--- src/rtl/control_pipe_gen_pkg.sv ---
// Shared types and encodings for the control pipeline generator: opcodes,
// result-select codes, the 9-bit control bundle and the decoder result.
package control_pipe_gen_pkg;

    localparam int CTRL_W = 9;

    localparam logic [6:0] OPC_R      = 7'b0110011;
    localparam logic [6:0] OPC_I      = 7'b0010011;
    localparam logic [6:0] OPC_LOAD   = 7'b0000011;
    localparam logic [6:0] OPC_STORE  = 7'b0100011;
    localparam logic [6:0] OPC_BRANCH = 7'b1100011;
    localparam logic [6:0] OPC_JAL    = 7'b1101111;
    localparam logic [6:0] OPC_JALR   = 7'b1100111;
    localparam logic [6:0] OPC_LUI    = 7'b0110111;
    localparam logic [6:0] OPC_AUIPC  = 7'b0010111;
    localparam logic [6:0] OPC_FENCE  = 7'b0001111;

    localparam logic [2:0] RES_ALU   = 3'b000;
    localparam logic [2:0] RES_IMM   = 3'b001;
    localparam logic [2:0] RES_PCIMM = 3'b010;
    localparam logic [2:0] RES_PC4   = 3'b011;
    localparam logic [2:0] RES_LOAD  = 3'b100;

    typedef struct packed {
        logic       reg_write;
        logic       mem_write;
        logic       mem_read;
        logic       branch;
        logic       jump;
        logic       alu_src;
        logic [2:0] res_sel;
    } ctrl_t;

    typedef enum logic [1:0] {
        U_OTHER = 2'b00,
        U_LUI   = 2'b01,
        U_AUIPC = 2'b10
    } u_ctrl_e;

    typedef struct packed {
        ctrl_t   ctrl;
        logic    legal;
        u_ctrl_e u;
    } dec_t;

    // flags = {reg_write,mem_write,mem_read,branch,jump,alu_src}
    function automatic ctrl_t mk_ctrl(input logic [5:0] flags, input logic [2:0] res);
        return {flags, res};
    endfunction

endpackage

--- src/rtl/control_pipe_gen_if.sv ---
// Decode-stage instruction handshake: producer drives valid/opcode/funct3,
// the control pipe answers with ready.
interface control_pipe_gen_if;
    logic       in_valid;
    logic       in_ready;
    logic [6:0] opcode_d;
    logic [2:0] funct3_d;

    modport master (output in_valid, opcode_d, funct3_d, input in_ready);
    modport slave  (input in_valid, opcode_d, funct3_d, output in_ready);
endinterface

--- src/rtl/control_pipe_gen_decode.sv ---
// Combinational opcode/funct3 decoder producing the control bundle, a legality
// flag and the legacy U_control code.
module control_pipe_gen_decode
    import control_pipe_gen_pkg::*;
#(
    parameter bit FENCE_OK = 1'b1
) (
    input  logic [6:0] opcode_i,
    input  logic [2:0] funct3_i,
    output dec_t       dec_o
);

    always_comb begin
        dec_o = '0;
        unique case (opcode_i)
            OPC_R:      begin dec_o.ctrl = mk_ctrl(6'b100000, RES_ALU); dec_o.legal = 1'b1; end
            OPC_I:      begin dec_o.ctrl = mk_ctrl(6'b100001, RES_ALU); dec_o.legal = 1'b1; end
            OPC_LOAD: begin
                dec_o.ctrl  = mk_ctrl(6'b101001, RES_LOAD);
                dec_o.legal = funct3_i inside {3'b000, 3'b001, 3'b010, 3'b100, 3'b101};
            end
            OPC_STORE: begin
                dec_o.ctrl  = mk_ctrl(6'b010001, RES_ALU);
                dec_o.legal = funct3_i inside {3'b000, 3'b001, 3'b010};
            end
            OPC_BRANCH: begin
                dec_o.ctrl  = mk_ctrl(6'b000100, RES_ALU);
                dec_o.legal = !(funct3_i inside {3'b010, 3'b011});
            end
            OPC_JAL:    begin dec_o.ctrl = mk_ctrl(6'b100010, RES_PC4); dec_o.legal = 1'b1; end
            OPC_JALR:   begin dec_o.ctrl = mk_ctrl(6'b100011, RES_PC4); dec_o.legal = 1'b1; end
            OPC_LUI: begin
                dec_o.ctrl  = mk_ctrl(6'b100001, RES_IMM);
                dec_o.legal = 1'b1;
                dec_o.u     = U_LUI;
            end
            OPC_AUIPC: begin
                dec_o.ctrl  = mk_ctrl(6'b100001, RES_PCIMM);
                dec_o.legal = 1'b1;
                dec_o.u     = U_AUIPC;
            end
            // FENCE travels as a valid all-zero bundle (a NOP)
            OPC_FENCE:  dec_o.legal = FENCE_OK;
            default:    dec_o.legal = 1'b0;
        endcase
    end

endmodule

--- src/rtl/control_pipe_gen.sv ---
// Control generator: decodes the D-stage instruction and carries the bundle
// through NUM_STAGES registered stages with stall/flush, plus illegal tracking.
module control_pipe_gen
    import control_pipe_gen_pkg::*;
#(
    parameter int NUM_STAGES = 3,
    parameter int CNT_W      = 8,
    parameter bit FENCE_OK   = 1'b1
) (
    input  logic                         clk,
    input  logic                         rst,
    control_pipe_gen_if.slave            in_if,
    input  logic                         stall,
    input  logic                         flush,
    output logic [NUM_STAGES-1:0]        ctrl_valid,
    output logic [NUM_STAGES*CTRL_W-1:0] ctrl_bus,
    output logic [1:0]                   u_control_e,
    output logic                         illegal_o,
    output logic [CNT_W-1:0]             illegal_cnt
);

    localparam bit S0_KILL = (NUM_STAGES > 1);

    dec_t  dec;
    logic  accept;
    logic  in_vld;
    ctrl_t in_bus;

    control_pipe_gen_decode #(.FENCE_OK(FENCE_OK)) u_decode (
        .opcode_i (in_if.opcode_d),
        .funct3_i (in_if.funct3_d),
        .dec_o    (dec)
    );

    assign in_if.in_ready = ~stall;
    assign accept = in_if.in_valid & ~stall & ~flush;
    assign in_vld = accept & dec.legal;
    assign in_bus = in_vld ? dec.ctrl : '0;

    for (genvar k = 0; k < NUM_STAGES; k++) begin : g_stage
        // Every stage but W is younger than W and dies on flush, even under stall
        localparam bit KILL = (k < NUM_STAGES - 1);
        logic  prev_v, v_d, v_q;
        ctrl_t prev_b, b_d, b_q;

        if (k == 0) begin : g_head
            assign prev_v = in_vld;
            assign prev_b = in_bus;
        end else begin : g_body
            assign prev_v = ctrl_valid[k-1];
            assign prev_b = ctrl_bus[CTRL_W*(k-1) +: CTRL_W];
        end

        always_comb begin
            v_d = v_q;
            b_d = b_q;
            if (KILL && flush) begin
                v_d = 1'b0;
                b_d = '0;
            end else if (!stall) begin
                v_d = prev_v;
                b_d = prev_b;
            end
        end

        always_ff @(posedge clk) begin
            if (rst) begin
                v_q <= 1'b0;
                b_q <= '0;
            end else begin
                v_q <= v_d;
                b_q <= b_d;
            end
        end

        assign ctrl_valid[k]                  = v_q;
        assign ctrl_bus[CTRL_W*k +: CTRL_W]   = b_q;
    end

    // Legacy U_control shadows stage 0 with the same hold/kill rules
    u_ctrl_e          u_d, u_q;
    logic             ill_d, ill_q;
    logic [CNT_W-1:0] cnt_d, cnt_q;

    always_comb begin
        u_d = u_q;
        if (S0_KILL && flush)  u_d = U_OTHER;
        else if (!stall)       u_d = in_vld ? dec.u : U_OTHER;

        ill_d = accept & ~dec.legal;
        cnt_d = cnt_q;
        if (ill_d && cnt_q != {CNT_W{1'b1}}) cnt_d = cnt_q + 1'b1;
    end

    always_ff @(posedge clk) begin
        if (rst) begin
            u_q   <= U_OTHER;
            ill_q <= 1'b0;
            cnt_q <= '0;
        end else begin
            u_q   <= u_d;
            ill_q <= ill_d;
            cnt_q <= cnt_d;
        end
    end

    assign u_control_e = u_q;
    assign illegal_o   = ill_q;
    assign illegal_cnt = cnt_q;

endmodule
--- src/flat_wrapper.sv ---
// flat-port wrapper written by rule: the top's interface ports become plain ports
module control_pipe_gen_flat import control_pipe_gen_pkg::*;
#(
    parameter int NUM_STAGES = 3,
    parameter int CNT_W      = 8,
    parameter bit FENCE_OK   = 1'b1
)
  (clk, rst, stall, flush, ctrl_valid, ctrl_bus, u_control_e, illegal_o, illegal_cnt, in_if_in_valid, in_if_opcode_d, in_if_funct3_d, in_if_in_ready);
  control_pipe_gen_if in_if_i ();
  input  logic clk;
  input  logic rst;
  input  logic stall;
  input  logic flush;
  output logic [NUM_STAGES-1:0] ctrl_valid;
  output logic [NUM_STAGES*CTRL_W-1:0] ctrl_bus;
  output logic [1:0] u_control_e;
  output logic illegal_o;
  output logic [CNT_W-1:0] illegal_cnt;
  input wire logic [$bits(in_if_i.in_valid)-1:0] in_if_in_valid;
  input wire logic [$bits(in_if_i.opcode_d)-1:0] in_if_opcode_d;
  input wire logic [$bits(in_if_i.funct3_d)-1:0] in_if_funct3_d;
  output wire logic [$bits(in_if_i.in_ready)-1:0] in_if_in_ready;
  assign in_if_i.in_valid = in_if_in_valid;
  assign in_if_i.opcode_d = in_if_opcode_d;
  assign in_if_i.funct3_d = in_if_funct3_d;
  assign in_if_in_ready = in_if_i.in_ready;
  control_pipe_gen #(.NUM_STAGES(NUM_STAGES), .CNT_W(CNT_W), .FENCE_OK(FENCE_OK)) u_core (.clk(clk), .rst(rst), .in_if(in_if_i), .stall(stall), .flush(flush), .ctrl_valid(ctrl_valid), .ctrl_bus(ctrl_bus), .u_control_e(u_control_e), .illegal_o(illegal_o), .illegal_cnt(illegal_cnt));
endmodule
--- config.mk ---
export PLATFORM = sky130hd
export DESIGN_NAME = control_pipe_gen_flat
export DESIGN_NICKNAME = d
export VERILOG_FILES = /design/src/rtl/control_pipe_gen_pkg.sv /design/src/rtl/control_pipe_gen_if.sv /design/src/rtl/control_pipe_gen_decode.sv /design/src/rtl/control_pipe_gen.sv /design/src/flat_wrapper.sv
export SDC_FILE = /design/constraint.sdc
export NUM_CORES = 1
export LEC_CHECK = 0
export CORE_MARGIN = 1.5
export CORE_UTILIZATION = 41
export CTS_CLUSTER_SIZE = 25
export DETAILED_ROUTE_END_ITERATION = 8
export PLACE_DENSITY = 0.75
export REMOVE_ABC_BUFFERS = 1
export SLEW_MARGIN = 20
export SYNTH_ARGS = -nofsm -noshare
export SYNTH_HDL_FRONTEND = slang
export SYNTH_SLANG_ARGS = --single-unit
--- constraint.sdc ---
create_clock -name clk -period 1.9 [get_ports clk]
set_input_delay 0.19 -clock clk [delete_from_list [all_inputs] [get_ports clk]]
set_output_delay 0.19 -clock clk [all_outputs]
set_load 0.01 [all_outputs]
[After elaboration in Yosys (flattened, before gate mapping)]
Index checks and enable logic that the tools add are counted.
Operators by class
  $add $sub $neg: 1
  equality and inequality tests: 16
  multiplexer cells: 5
  bitwise gates (word level): 7
  reduce and logical (&&, ||, !) cells: 8
Operators by type and width (number)
  $pmux W9 S9: 1
  $eq A7 B6 Y1 const B: 3
  $eq A7 B7 Y1 const B: 3
  $eq A7 B5 Y1 const B: 2
  $mux W9: 1
  $add A8 B1 Y8 const B: 1
  $ne A8 B8 Y1 const B: 1
  $eq A7 B2 Y1 const B: 1
  $eq A7 B4 Y1 const B: 1
  $reduce_or A7 Y1: 1
  $eq A3 B2 Y1 const B: 2
  $eq A3 B3 Y1 const B: 2
  $reduce_bool A5 Y1: 1
  $and A1 B1 Y1: 4
  $pmux W1 S4: 1
  $pmux W2 S2: 1
  $eq A3 B1 Y1 const B: 1
  $logic_not A3 Y1: 1
  $not A1 Y1: 3
  $reduce_bool A3 Y1: 1
  $mux W2: 1
  $reduce_bool A2 Y1: 1
  $reduce_or A2 Y1: 1
  $logic_and A1 B1 Y1: 1
  $logic_not A1 Y1: 1
Storage, ports and cells
  register bits after elaboration: 41
  bits of input ports: 15
  output and inout bits: 42
  logic and storage cells: 64

[Logic depth before layout (Yosys ltp)]
Gate-level depths: netlist (run 1).
  word-level depth: 7
  depth in mapped cells: 7
  mapped depth without buffers: 5

[Hierarchy]
A second synthesis (run 1) with hierarchy kept.
Second synthesis, totals
  cell total of the unflattened synthesis: 208
  area total of the unflattened synthesis: 1895.6 um^2
Modules (own cells, without submodules)
  control_pipe_gen: instances 1, cells an instance 165, area each 1627.8 um^2, sequential area each 820.8 um^2
  control_pipe_gen_decode: instances 1, cells an instance 43, area each 267.8 um^2, sequential area each 0.0 um^2

[Worst setup path before layout (run 1)]
No wires, ideal clock.
  kind: in2reg
  from: in in_if_opcode_d[5]
  to: reg u_core.cnt_q[4], in the netlist u_core.illegal_cnt[4]
  library setup time: 0.121 ns
  arrival time: 1.684 ns
  data required time: 1.779 ns
  path slack: 0.096 ns
  stages: 7
  buffers on the path: 2
  path through: clkbuf_1 > nor2_1 > and2_1 > o21a_1 > clkbuf_1 > nor4_1 > mux2_2
Between the ends
  word-level cells in the longest chain between the ends: 6
  elaborated cells on any way between the ends: 15
  classes of those cells: eq/ne: 10; mux: 1; bitwise: 2; reduce/logical: 2
Ends and longest elaborated chain
  start, declared: RTL line flat_wrapper.sv:20  | input wire logic [$bits(in_if_i.opcode_d)-1:0] in_if_opcode_d;
  $eq A7 B5 Y1 (tied with other cells): RTL line control_pipe_gen_decode.sv:15  | unique case (opcode_i)
  $reduce_or A7 Y1 (no line)
  $pmux W1 S4 *: RTL line control_pipe_gen_decode.sv:15
  $not A1 Y1 *: RTL line control_pipe_gen.sv:90  | ill_d = accept & ~dec.legal;
  $and A1 B1 Y1 *: RTL line control_pipe_gen.sv:90
  $logic_and A1 B1 Y1 *: RTL line control_pipe_gen.sv:92  | if (ill_d && cnt_q != {CNT_W{1'b1}}) cnt_d = cnt_q + 1'b1;
  end signal, assigned: RTL line control_pipe_gen.sv:103  | cnt_q <= cnt_d;
  end, declared: RTL line control_pipe_gen.sv:83  | logic [CNT_W-1:0] cnt_d, cnt_q;
Mark *: on every way between the ends. The rest lies on a longest branch, timed or not.
A chain may end at the register's enable or synchronous reset.

[Worst setup path after layout (run 1)]
  from: reg u_core.cnt_q[4], in the netlist u_core.illegal_cnt[4]
  to: reg u_core.cnt_q[4], in the netlist u_core.illegal_cnt[4]
Between the ends
  word-level cells in the longest chain between the ends: 2
  elaborated cells on any way between the ends: 3
  classes of those cells: add/sub: 1; eq/ne: 1; reduce/logical: 1
Ends and longest elaborated chain
  parallel branches: the longest is 2 deep, another holds $add A8 B1 Y8
Several ways; the timed one is not identified.

==> impl_metrics.py, run 1 <==
metrics = {
    "die": {
        "ios": 57,
        "die_h_um": 68.4,
        "die_area_um2": 4680,
        "core-area_um2": 4060,
        "rows": 23,
        "die_w_um": 68.4,
        "start_util_pct": 43.3,
    },
    "detailed_routing": {
        "viasPerCell": 5.17,
        "drcViolationCount": 0,
        "wl_per_cell_um": 13.8,
        "ant_nets": 0,
        "drtIter0Drc": 93,
        "dr.pass1.iters": 4,
        "vias": 1649,
        "routed_wl_um": 4410,
    },
    "synth": {
        "ys_warn_count": 0,
        "synth_area_per_cell_um2": 9.00,
        "syn_inst": 195,
        "syn_area_um2": 1760,
        "yosysUniqueCellTypes": 37,
        "ys_seq_area_share_pct": 43.3,
        "ys_ff_latch": 38,
    },
    "placement": {
        "port_buffers": 56,
        "gp_congestion": 0.800,
        "pre_cts_slack_ns": -0.433,
        "dpl.hpwl_um": 3110,
        "dp.cells": 309,
    },
    "pwr": {
        "peakVddDrop_uv": 476,
        "power.total_mw": 1.66,
        "p_leak_nw": 1.07,
        "power_per_cell_area_nw_per_um2": 617,
    },
    "grt": {
        "grt_usage_pct": 20.4,
        "grt_overflow": 0,
        "grt_pass1_wl_um": 6990,
        "use_met3_pct": 5.92,
        "met1_usage_pct": 25.9,
        "grt_antenna_before_repair": 0,
        "use_met2_pct": 32.0,
        "grt_pass1_vias": 1490,
        "busiest_layer": "met2",
        "grt_max_degree": 26,
    },
    "cells_and_area": {
        "fin_cells": 319,
        "multi_input_area_um2": 940,
        "syn2layout_area_growth_pct": 52.9,
        "fillers": 348,
        "ff_latch_area_um2": 761,
        "layout-drive-gt1-share_pct": 19.7,
        "antennaDiodeCount": 0,
        "nets": 285,
    },
    "cts": {
        "clockBufferDepth": 2,
        "clock_latency_ns": 0.29,
        "cts-root-buf": "clkbuf_8",
        "numCtsBuffers": 5,
        "cts_tree": "built",
        "clk_pin_slew_worst_paths_ns": 0.07,
        "cts.sinks": 38,
        "htree_levels": 2,
    },
    "worst_setup_path": {
        "path_cells": "and4_1 -> a41oi_4 -> nand3_4 -> nor4_4 -> mux2_4",
        "critPathLaunchType": "flop",
        "rr_startpoint": "u_core.illegal_cnt[4]",
        "slowest_delay_ns": 0.37,
        "arrival_ns": 2.03,
        "crit_fanout": 6,
        "end_kind": "flop",
        "regToRegEndpoint": "u_core.illegal_cnt[4]",
        "cp_data_required_time_ns": 2.09,
        "critPathSlowestCell": "dfxtp_1",
        "rrSetupSlack_ns": 0.06,
        "crit_type": "flop to flop",
        "worst_r2r_path_depth": 5,
    },
    "flow_run": {
        "cap_viol_max_count": 0,
    },
    "sta": {
        "finalClockSkew_ns": 0.00345,
        "setup_violations": 0,
        "holdWs_ns": 0.435,
        "maxSlewViolCount": 0,
        "worst_slew_pin_slew_ns": 0.494,
        "fmax_mhz": 543,
        "min_period_ns": 1.84,
        "relSlewSlack_pct": 66.5,
        "hold_violations": 0,
        "setup-tns-final_ns": 0,
        "min_period_over_period_pct": 96.9,
        "setup_ws_ns": 0.0592,
    },
    "outcome": {
        "status": "complete, no violations",
    },
    "min_path": {
        "hold_class": "input pin to flop",
        "min-delay-start": "flush",
        "whs_endpoint": "u_core.ctrl_bus[1]",
        "hold_depth": 5,
    },
}
-- routing by layer --
metal | up-vias | share of wire (%)
met5 | - | 0
met2 | 42 | 48
met4 | 0 | 1.5
met1 | 765 | 46
met3 | 6 | 4.5
li1 | 836 | -
-- synth_stat cells, drive strengths merged --
cell type | number | area (um2)
o311ai | 1 | 8.76
a22oi | 4 | 30.0
ha | 1 | 12.5
nand4 | 2 | 12.5
inv | 3 | 11.3
a31oi | 1 | 6.26
nand2 | 13 | 48.8
or4b | 1 | 10.0
or4 | 5 | 37.5
nor2b | 4 | 25.0
and2 | 1 | 6.26
nor4b | 1 | 8.76
o21ai | 8 | 43.8
or2 | 2 | 12.5
dfxtp | 38 | 761
or3b | 1 | 11.3
and4 | 1 | 8.76
nor3b | 2 | 15.0
o31ai | 7 | 52.6
clkbuf | 10 | 37.5
a21oi | 8 | 40.0
mux2 | 4 | 45.0
o21bai | 2 | 15.0
nand3 | 6 | 42.5
nor4 | 4 | 25.0
mux2i | 18 | 180
nor2 | 33 | 124
and4b | 1 | 10.0
nor3 | 1 | 5.00
a41oi | 1 | 27.5
and3 | 2 | 12.5
buf | 8 | 61.3
o21a | 1 | 7.51
-- power breakdown --
part / leakage, nW / internal (mW) / switching, mW
clock: 0.0573 / 0.420 / 0.283
sequential: 0.306 / 0.798 / 0.00197
combinational: 0.706 / 0.0786 / 0.0735
-- critical path: cells and delay by family, from the launching register on --
family / cells / cell delay [ns]
AOI/OAI and AO/OA: 1 / 0.29
and+or+nand+nor: 3 / 0.74
DFF: 1 / 0.37
muxes: 1 / 0.33
-- cells in the final DEF (no fill, tap or decap), types with 3 or more instances in the layout --
cell type / synthesis / final
a21oi_1: 8 / 7
a22oi_1: 4 / 4
buf_4: 6 / 27
clkbuf_8: 0 / 6
clkdlybuf4s50_1: 0 / 52
dfxtp_1: 38 / 38
inv_1: 3 / 3
mux2_2: 4 / 3
mux2i_1: 18 / 18
nand2_1: 13 / 13
nand3_1: 5 / 5
nor2_1: 33 / 33
nor2b_1: 4 / 4
o21ai_0: 7 / 7
o31ai_1: 7 / 7
or4_1: 5 / 4
-- cell families (layout without fill, tap and decap cells) --
group / Yosys count / after routing / synth area share, %
compound gates: 33 / 33 / 13.2
fa+ha+maj: 1 / 1 / 0.713
buf+inv: 21 / 95 / 6.27
flops: 38 / 38 / 43.3
mux: 22 / 22 / 12.8
simple gates: 80 / 80 / 23.7
-- through the flow --
step	util [%]	area (um2)
detailed placement	61.3	2490
finish	66.1	2680
global route	66.1	2680
global placement	61.3	2490
floorplan	-	1660
CTS	65.6	2660
-- area by class of cell --
cell class	instances	share of cell area (%)
inverter	3	0.420
multi-input combinational	136	35.0
sequential	38	28.3
timing repair buffer	85	29.7
clock buffer	6	3.08
tap	50	2.33
clock inverter	1	1.12
-- how the worst max path moves through the flow --
stage                                     start                    end  slack [ns]  depth (start not counted)
final                     u_core.illegal_cnt[4]  u_core.illegal_cnt[4]        0.06                          5
after CTS                                 flush  u_core.illegal_cnt[4]       0.005                          6
after detailed placement                  stall  u_core.illegal_cnt[4]       -0.43                          6
after global routing          in_if_opcode_d[5]  u_core.illegal_cnt[6]       -0.01                          7
after floorplan           u_core.illegal_cnt[0]  u_core.illegal_cnt[4]        0.19                          5
after global placement                    stall  u_core.illegal_cnt[5]       -0.33                          6
-- sequential cells by signal, indices dropped and copies added (netlist names) --
| register | flops |
|---|---|
| u_core.illegal_cnt | 8 |
| u_core.u_control_e | 2 |
| u_core.ctrl_bus | 24 |
| u_core.g_stage.v_q | 3 |
| u_core.illegal_o | 1 |
-- what timing repair did --
item,in CTS,in global routing
setup endpoints to repair,5,11
setup buffers,3,0
hold endpoints to repair,0,0
hold buffers,0,0
resized for setup,8,8
pin swaps,3,3
No activity file was read; power rests on OpenSTA's default activity.
==> run 2: changes to the inputs <==
--- a/config.mk
+++ b/config.mk
@@ -6,10 +6,10 @@
 export NUM_CORES = 1
 export LEC_CHECK = 0
 export CORE_MARGIN = 1.5
-export CORE_UTILIZATION = 41
+export CORE_UTILIZATION = 35
 export CTS_CLUSTER_SIZE = 25
 export DETAILED_ROUTE_END_ITERATION = 8
-export PLACE_DENSITY = 0.75
+export PLACE_DENSITY = 0.66
 export REMOVE_ABC_BUFFERS = 1
 export SLEW_MARGIN = 20
 export SYNTH_ARGS = -nofsm -noshare
==> run 2 against run 1 <==
  * Critical path depth up 3
  * Power down 8.4%
  * Worst hold slack worse by 0.012 ns
  * Clock power down 19%
  * Cell area down 0.19%
  * Die area up 16%
  * Sequential power about the same
  * Utilization down 10 points
  * Fmax down 2.1%
  * Flip-flop and latch count unchanged
  * Register-to-register slack worse by 0.04 ns
  * Final cell count up 5.6%
==> impl_metrics.py, run 2 (synthesis gave the netlist of run 1 again) <==
metrics = {
    "worst_setup_path": {
        "crit_fanout": 5,
        "worst_r2r_path_depth": 6,
        "critPathTopFamily": "simple AND/OR/NAND/NOR gates",
        "critPathLaunchType": "input pin",
        "critical_path_buf_inv_count": 3,
        "path_cells": "clkdlybuf4s50_1 -> and4b_1 -> nand3_1 -> buf_4 -> buf_4 -> nand4_1 -> or4_4 -> a21oi_2",
        "rrSetupSlack_ns": 0.02,
        "rr_startpoint": "u_core.illegal_cnt[4]",
        "cp_data_required_time_ns": 2.12,
        "regToRegEndpoint": "u_core.illegal_cnt[3]",
        "arrival_ns": 2.10,
        "end_kind": "flop",
        "critPathSlowestCell": "or4_4",
        "crit_type": "input pin to flop",
        "critPathMostFrequentCell": "buf_4",
        "slowest_delay_ns": 0.55,
    },
    "flow_run": {
        "cap_viol_max_count": 0,
    },
    "placement": {
        "port_buffers": 56,
        "gp_congestion": 0.742,
        "dpl.hpwl_um": 3070,
        "pre_cts_slack_ns": -0.362,
    },
    "die": {
        "core-area_um2": 4790,
        "die_w_um": 73.8,
        "rows": 25,
        "die_area_um2": 5450,
        "start_util_pct": 36.7,
        "die_h_um": 73.8,
        "ios": 57,
    },
    "pwr": {
        "peakVddDrop_uv": 473,
        "power_per_cell_area_nw_per_um2": 566,
        "p_leak_nw": 1.07,
        "power.total_mw": 1.52,
    },
    "detailed_routing": {
        "ant_nets": 0,
        "routed_wl_um": 4290,
        "wl_per_cell_um": 12.7,
        "drtIter0Drc": 57,
        "dr.pass1.iters": 4,
        "viasPerCell": 4.85,
        "drcViolationCount": 0,
        "vias": 1635,
    },
    "cells_and_area": {
        "fillers": 447,
        "nets": 285,
        "layout_common_cells": "clkdlybuf4s50_1 (52), dfxtp_1 (38), nor2_1 (33)",
        "final_common_cell": "clkdlybuf4s50_1",
        "utilization_pct": 56.0,
        "layout-drive-gt1-share_pct": 20.0,
        "ff_latch_area_um2": 761,
        "multi_input_area_um2": 927,
        "antennaDiodeCount": 0,
        "syn2layout_area_growth_pct": 52.6,
        "largest_reg_flops": 24,
    },
    "sta": {
        "setup-tns-final_ns": 0,
        "setup_violations": 0,
        "holdWs_ns": 0.423,
        "setup_ws_ns": 0.0188,
        "min_period_over_period_pct": 99.0,
        "hold_violations": 0,
        "finalClockSkew_ns": 0.00555,
        "worst_slew_pin_slew_ns": 0.514,
        "fmax_mhz": 532,
        "maxSlewViolCount": 0,
        "min_period_ns": 1.88,
        "relSlewSlack_pct": 65.2,
    },
    "cts": {
        "htree_levels": 2,
        "clockBufferDepth": 2,
        "cts-hold-fix-buffers": 0,
        "cts.sinks": 38,
        "cts-root-buf": "clkbuf_8",
        "numCtsBuffers": 5,
        "clk_pin_slew_worst_paths_ns": 0.07,
        "clock_latency_ns": 0.28,
        "cts_tree": "built",
    },
    "grt": {
        "grt_pass1_wl_um": 7210,
        "grt_max_degree": 26,
        "grt_antenna_before_repair": 0,
        "grt_pass1_vias": 1498,
        "grt_usage_pct": 16.9,
        "grt_overflow": 0,
    },
    "min_path": {
        "hold_depth": 5,
        "min-delay-start": "flush",
        "hold_class": "input pin to flop",
        "whs_endpoint": "u_core.ctrl_bus[1]",
    },
    "outcome": {
        "status": "complete, no violations",
    },
}
==> run 2: changes by cell type in the layout (fill, tap and decap cells not counted), sizes merged <==
| cell | change |
|---|---|
| bufinv | -1 |
| dlymetal6s2s | +2 |
| clkbuf | +1 |
| clkinv | +1 |
| dlygate4sd2 | -2 |
==> run 2: per-layer routing <==
layer	share of wire, %	global-route usage, %
met2	47	26.1
met5	0	0
met4	1.5	7.00
met1	47	23.0
met3	3.8	3.16
==> run 2: worst reg2reg max path, delay by kind of cell, from the launching register on <==
family / cells / cell delay, ns
AND/OR/NAND/NOR: 3 / 0.92
flip-flops: 1 / 0.36
AO/OA/AOI/OAI: 2 / 0.40
buffers and inverters: 1 / 0.13
==> run 2: timing repair <==
| item | 4_1_cts | 5_1_grt |
|---|---|---|
| endpoints found under the setup margin | 6 | 12 |
| buffers inserted | 0 | 1 |
| pin swaps | 1 | 4 |
| gates resized for setup | 3 | 11 |
==> run 2: power breakdown <==
group,leakage (nW),internal [mW],total (mW),switching [mW]
sequential,0.306,0.798,0.800,0.00205
clock,0.0482,0.293,0.566,0.273
combinational,0.718,0.0779,0.150,0.0724
total,1.07,1.17,1.52,0.347
==> run 2: cell type report <==
| class | count | share of cell area [%] |
|---|---|---|
| flip-flops and latches | 38 | 28.4 |
| well taps | 67 | 3.13 |
| inverters | 3 | 0.420 |
| clock inverters | 1 | 0.187 |
| multi-input cells | 136 | 34.6 |
| clock buffers | 7 | 3.22 |
| repair buffers | 85 | 30.0 |
==> run 2: worst max path at each step <==
stage,from,to,slack [ns],depth (start not counted)
floorplan,u_core.illegal_cnt[0],u_core.illegal_cnt[4],0.19,5
global placement,stall,u_core.illegal_cnt[5],-0.31,6
CTS,stall,u_core.illegal_cnt[3],0.0009,7
finish,in_if_opcode_d[2],u_core.illegal_cnt[3],0.02,8
detailed placement,stall,u_core.illegal_cnt[4],-0.36,6
global route,in_if_opcode_d[2],u_core.illegal_cnt[3],-0.05,8
==> run 2: through the flow <==
step,instances,cell area (um2)
floorplan,177,1660
detailed placement,328,2520
CTS,336,2630
global placement,328,2520
finish,337,2680
global route,337,2680
==> run 3: changes to the inputs <==
--- a/config.mk
+++ b/config.mk
@@ -9,7 +9,7 @@
 export CORE_UTILIZATION = 35
 export CTS_CLUSTER_SIZE = 25
 export DETAILED_ROUTE_END_ITERATION = 8
-export PLACE_DENSITY = 0.66
+export PLACE_DENSITY = 0.62
 export REMOVE_ABC_BUFFERS = 1
 export SLEW_MARGIN = 20
 export SYNTH_ARGS = -nofsm -noshare
==> run 3 against run 2 <==
  * Fmax increased by 3.7%
  * Highest routed layer unchanged
  * Power increased by 17%
  * Critical path depth decreased by 3
  * Via count decreased by 0.98%
  * Cell area increased by 2.2%
  * Largest cell class unchanged
  * Sequential share of layout area decreased by 0.62 points
  * Clock power increased by 46%
  * Routed wire length increased by 1.3%
==> impl_metrics.py, run 3 (synthesis gave the netlist of run 1 again) <==
metrics = {
    "worst_setup_path": {
        "critPathLaunchType": "flop",
        "crit_fanout": 7,
        "regToRegEndpoint": "u_core.illegal_cnt[4]",
        "rrSetupSlack_ns": 0.09,
        "critPathSlowestCell": "dfxtp_1",
        "critPathTopFamily": "simple AND/OR/NAND/NOR gates",
        "end_kind": "flop",
        "worst_r2r_path_depth": 5,
        "path_cells": "and4_1 -> a41oi_4 -> nand3_4 -> nor4_4 -> mux2_4",
        "cp_data_required_time_ns": 2.09,
        "critical_path_buf_inv_count": 0,
        "rr_startpoint": "u_core.illegal_cnt[4]",
        "crit_type": "flop to flop",
        "arrival_ns": 2.00,
        "slowest_delay_ns": 0.37,
    },
    "sta": {
        "min_period_over_period_pct": 95.5,
        "finalClockSkew_ns": 0.00652,
        "relSlewSlack_pct": 67.1,
        "setup_ws_ns": 0.0864,
        "setup_violations": 0,
        "hold_violations": 0,
        "worst_slew_pin_slew_ns": 0.485,
        "maxSlewViolCount": 0,
        "holdWs_ns": 0.432,
        "rsz0062_at_grt": "no",
        "fmax_mhz": 551,
        "min_period_ns": 1.81,
    },
    "cells_and_area": {
        "fillers": 453,
        "multi_input_area_um2": 932,
        "layout-drive-gt1-share_pct": 20.6,
        "finalInstanceArea_um2": 2740,
        "layout_common_cells": "clkdlybuf4s50_1 (53), dfxtp_1 (38), nor2_1 (33)",
        "nets": 287,
        "final_common_cell": "clkdlybuf4s50_1",
        "ff_latch_area_um2": 761,
        "antennaDiodeCount": 0,
        "largest_reg_flops": 24,
        "syn2layout_area_growth_pct": 56.0,
        "fin_cells": 339,
    },
    "cts": {
        "cts-hold-fix-buffers": 0,
        "cts.sinks": 38,
        "clockBufferDepth": 2,
        "numCtsBuffers": 5,
        "clock_latency_ns": 0.29,
        "cts-root-buf": "clkbuf_8",
        "cts_tree": "built",
        "clk_pin_slew_worst_paths_ns": 0.08,
        "htree_levels": 2,
    },
    "pwr": {
        "swShare_pct": 21.0,
        "peakVddDrop_uv": 483,
        "p_int_mw": 1.41,
        "p_leak_nw": 1.09,
        "power.total_mw": 1.78,
        "power_per_cell_area_nw_per_um2": 650,
        "comb_power_share_pct": 8.7,
        "power.switching_mw": 0.374,
        "clock_power_share_pct": 46.4,
        "pwr-share-seq_pct": 44.9,
    },
    "detailed_routing": {
        "dr.pass1.iters": 4,
        "drtIter0Drc": 55,
        "vias": 1619,
        "routed_wl_um": 4340,
        "drcViolationCount": 0,
        "wl_per_cell_um": 12.8,
        "viasPerCell": 4.78,
        "ant_nets": 0,
    },
    "placement": {
        "port_buffers": 56,
        "dp.cells": 329,
        "gp_congestion": 0.745,
        "pre_cts_slack_ns": -0.361,
        "dpl.hpwl_um": 3140,
        "dpl-instance-area_um2": 2530,
    },
    "die": {
        "rows": 25,
        "start_util_pct": 36.7,
        "ios": 57,
        "core-area_um2": 4790,
        "die_w_um": 73.8,
        "die_h_um": 73.8,
        "die_area_um2": 5450,
    },
    "min_path": {
        "hold_class": "input pin to flop",
        "whs_endpoint": "u_core.ctrl_bus[1]",
        "min-delay-start": "in_if_in_valid",
        "hold_depth": 4,
    },
    "grt": {
        "grt_pass1_vias": 1459,
        "grt_overflow": 0,
        "grt_usage_pct": 17.0,
        "grt_max_degree": 26,
        "grt_antenna_before_repair": 0,
        "grt_pass1_wl_um": 7080,
    },
    "flow_run": {
        "cap_viol_max_count": 0,
    },
    "outcome": {
        "status": "complete, no violations",
    },
}
-- run 3: final cells by class --
| class | count | share of cell area, % |
|---|---|---|
| flip-flops and latches | 38 | 27.8 |
| clock inverters | 3 | 2.51 |
| repair buffers | 87 | 29.7 |
| clock buffers | 5 | 2.51 |
| multi-input cells | 136 | 34.0 |
| well taps | 67 | 3.06 |
| inverters | 3 | 0.411 |
-- run 3: worst max path at each step --
stage | from | end | slack (ns) | depth (start not counted)
2_1_floorplan | u_core.illegal_cnt[0] | u_core.illegal_cnt[4] | 0.19 | 5
3_3_place_gp | stall | u_core.illegal_cnt[5] | -0.30 | 6
3_5_place_dp | stall | u_core.illegal_cnt[4] | -0.36 | 6
4_1_cts | stall | in_if_in_ready | -0.009 | 4
5_1_grt | u_core.illegal_cnt[4] | u_core.illegal_cnt[4] | 0.03 | 5
6_report | u_core.illegal_cnt[4] | u_core.illegal_cnt[4] | 0.09 | 5
-- run 3: worst min-delay path: cells and delay by family --
family                 cells  cell delay (ns)
AO/OA/AOI/OAI              1             0.14
buffers and inverters      1             0.13
AND/OR/NAND/NOR            2             0.21
-- run 3: power groups by stage --
| stage | clock (mW) | combinational [mW] | sequential [mW] |
|---|---|---|---|
| final | 0.825 | 0.154 | 0.800 |
| after global routing | 0.880 | 0.167 | 0.800 |
| after CTS | 0.848 | 0.154 | 0.800 |
| after detailed placement | 0 | 0.151 | 0.819 |
| after global placement | 0 | 0.151 | 0.819 |
| after floorplan | 0 | 0.0450 | 0.819 |
-- run 3: stage by stage --
step,TNS (ns),util (%)
after CTS,-0.0133,56.3
after global routing,0,57.2
final,0,57.2
after global placement,-3.21,52.9
after detailed placement,-3.30,52.9
after floorplan,0,-
-- run 3: per-layer routing --
layer	track usage, %	part of all wire (%)	wire length [um]	vias up
li1	-	-	-	834
met4	5.56	0.99	43	0
met5	0	0	0	-
met1	23.0	49	2110	745
met2	26.5	47	2020	36
met3	3.98	3.7	161	4
-- run 3: repair_timing --
action / 4_1_cts / 5_1_grt
setup buffers: 1 / 1
hold endpoints to repair: 0 / 0
resized for setup: 3 / 10
pin swaps: 0 / 3
endpoints found under the setup margin: 4 / 10
==> RTL change: new RTL, config.mk and constraints of run 2 <==
`CNT_W` is set to 8 in 2 places; all go to 9.
--- a/src/rtl/control_pipe_gen.sv
+++ b/src/rtl/control_pipe_gen.sv
@@ -4,7 +4,7 @@
     import control_pipe_gen_pkg::*;
 #(
     parameter int NUM_STAGES = 3,
-    parameter int CNT_W      = 8,
+    parameter int CNT_W      = 9,
     parameter bit FENCE_OK   = 1'b1
 ) (
     input  logic                         clk,
--- a/src/flat_wrapper.sv
+++ b/src/flat_wrapper.sv
@@ -2,7 +2,7 @@
 module control_pipe_gen_flat import control_pipe_gen_pkg::*;
 #(
     parameter int NUM_STAGES = 3,
-    parameter int CNT_W      = 8,
+    parameter int CNT_W      = 9,
     parameter bit FENCE_OK   = 1'b1
 )
   (clk, rst, stall, flush, ctrl_valid, ctrl_bus, u_control_e, illegal_o, illegal_cnt, in_if_in_valid, in_if_opcode_d, in_if_funct3_d, in_if_in_ready);
Interface: changed (resized illegal_cnt); port bits go from 57 to 58. No check against the original RTL was run, so the function may have changed too.
==> RTL change against run 2 <==
The flow now finishes with violations (negative setup slack). Cell count up 2.4%. Area after synthesis decreased by 0.86%. Critical path depth stayed put. Sequential cell count rose by 1. Final area grew 5.6%. Setup slack lost 140 ps. Routed wire length rose by 12%. Maximum frequency is 6.9% lower. Power up 21%. Die area is 0.82% lower.
==> RTL change: results (changes against run 2) <==
Global route
  • Met2 capacity usage during global routing: 0.283 (+0.0220)
  • Met3 Usage GRT: 0.0480 (+0.0165)
  • Largest net degree at the start of global routing: 25 (-3.8%)
  • M1 GR Usage: 0.228 (-0.00209)
  • First-pass GRT wire length: 7290 um (+1.1%)
  • GR Util All Layers: 0.179 (+0.00969)

Place
  • Global placer's final weighted congestion: 0.904 (+22%)
  • Cell area after placement: 2530 sq um (+0.15%)
  • Inst Count DP: 330 (+0.61%)
  • Placement Setup Slack: -367 ps (-4.93 ps)
  • DP HPWL: 3300 um (+7.5%)

Synth
  • Most numerous cell types in the synthesized netlist: sky130_fd_sc_hd__dfxtp_1, sky130_fd_sc_hd__nor2_1, sky130_fd_sc_hd__mux2i_1, sky130_fd_sc_hd__nand2_1, sky130_fd_sc_hd__o21ai_0
  • Most area-consuming cells after synthesis: sky130_fd_sc_hd__dfxtp_1, sky130_fd_sc_hd__mux2i_1, sky130_fd_sc_hd__nor2_1, sky130_fd_sc_hd__nand2_1, sky130_fd_sc_hd__nand2b_1
  • Post-Synth Adder-Cell Area: 0.0144 (+0.00725)
  • Post-synthesis cell type count: 40 (+8.1%)

Timing
  • Post-Route Skew: 3.39 ps (-2.16 ps)
  • Final setup violating endpoints: 5 (+5)
  • Post-Route Hold Slack: 371 ps (-52.0 ps)
  • Min setup slack post-route: -120 ps (-139 ps)
  • Total negative slack: -371 ps (-371 ps)
  • Worst-Margin Slew: 339 ps (-175 ps)

Run status
  • Run status: complete, but fails checks
  • Violations in the final reports: negative setup slack

Hold path
  • End point of the worst hold path: u_core.u_control_e[0]
  • Cell depth of the worst hold path: 3 (-2)
  • Worst Hold Launch: in_if_opcode_d[4]

Critical path
  • Crit path DAT: 2250 ps (+150 ps)
  • Largest fanout on the critical path: 6 (+1)
  • Logic depth of the worst register-to-register path: 8 (+2)
  • Crit path largest cell delay: 420 ps (-130 ps)

Drt
  • Via count: 1,691 (+3.4%)
  • Wire length the detailed router placed on met1: 2080 um (+2.4%)
  • Total Wirelength: 4810 um (+12%)
  • DRC violation total after the first TritonRoute iteration: 110 (+93%)

Cells and area
  • Area occupied by multi-input gates: 958 sq um (+3.4%)
  • Sequential cells: 39 (+2.6%)
  • Area of all sequential standard cells: 783 sq um (+3.0%)
  • Count of multi-input combinational gates: 134 (-1.5%)
  • Bufs w/o clock: 94 (+11%)
  • Clock tree cell share of total cell area: 0.0482 (+0.0141)
  • Final design utilization: 0.595 (+0.0350)
  • Layout clock buffer count: 5 (-2)

Power and ir drop
  • Leakage power figure: 1.09 nW (+1.9%)
  • Net switching share of the total power: 0.220 (-0.00954)
  • Peak supply drop: 410 uV (-13%)
-- RTL change: cell types whose count changed in the layout (fill, tap and decap cells not counted), sizes merged, moves of 3 or more --
cell           delta
buf               +8
nand2b            +8
nor2              -6
clkdlybuf4s50     +4
a22oi             -3
dlymetal6s2s      -3
o211ai            +3
-- RTL change: timing repair --
action                                 CTS  global route
hold buffers                             0             0
setup buffers                            0             6
endpoints found under the hold margin    0             0
setup endpoints to repair                9            13
pin swaps                                6             3
gates resized for setup                 11            12
cloned                                   0             1
-- RTL change: power groups by stage --
stage	logic, W	clock network, W	registers, W
after CTS	0.000160	0.000849	0.000821
final	0.000180	0.000840	0.000821
after global placement	0.000156	0	0.000839
after floorplan	0.0000477	0	0.000841
after detailed placement	0.000157	0	0.000840
after global routing	0.000193	0.000882	0.000822
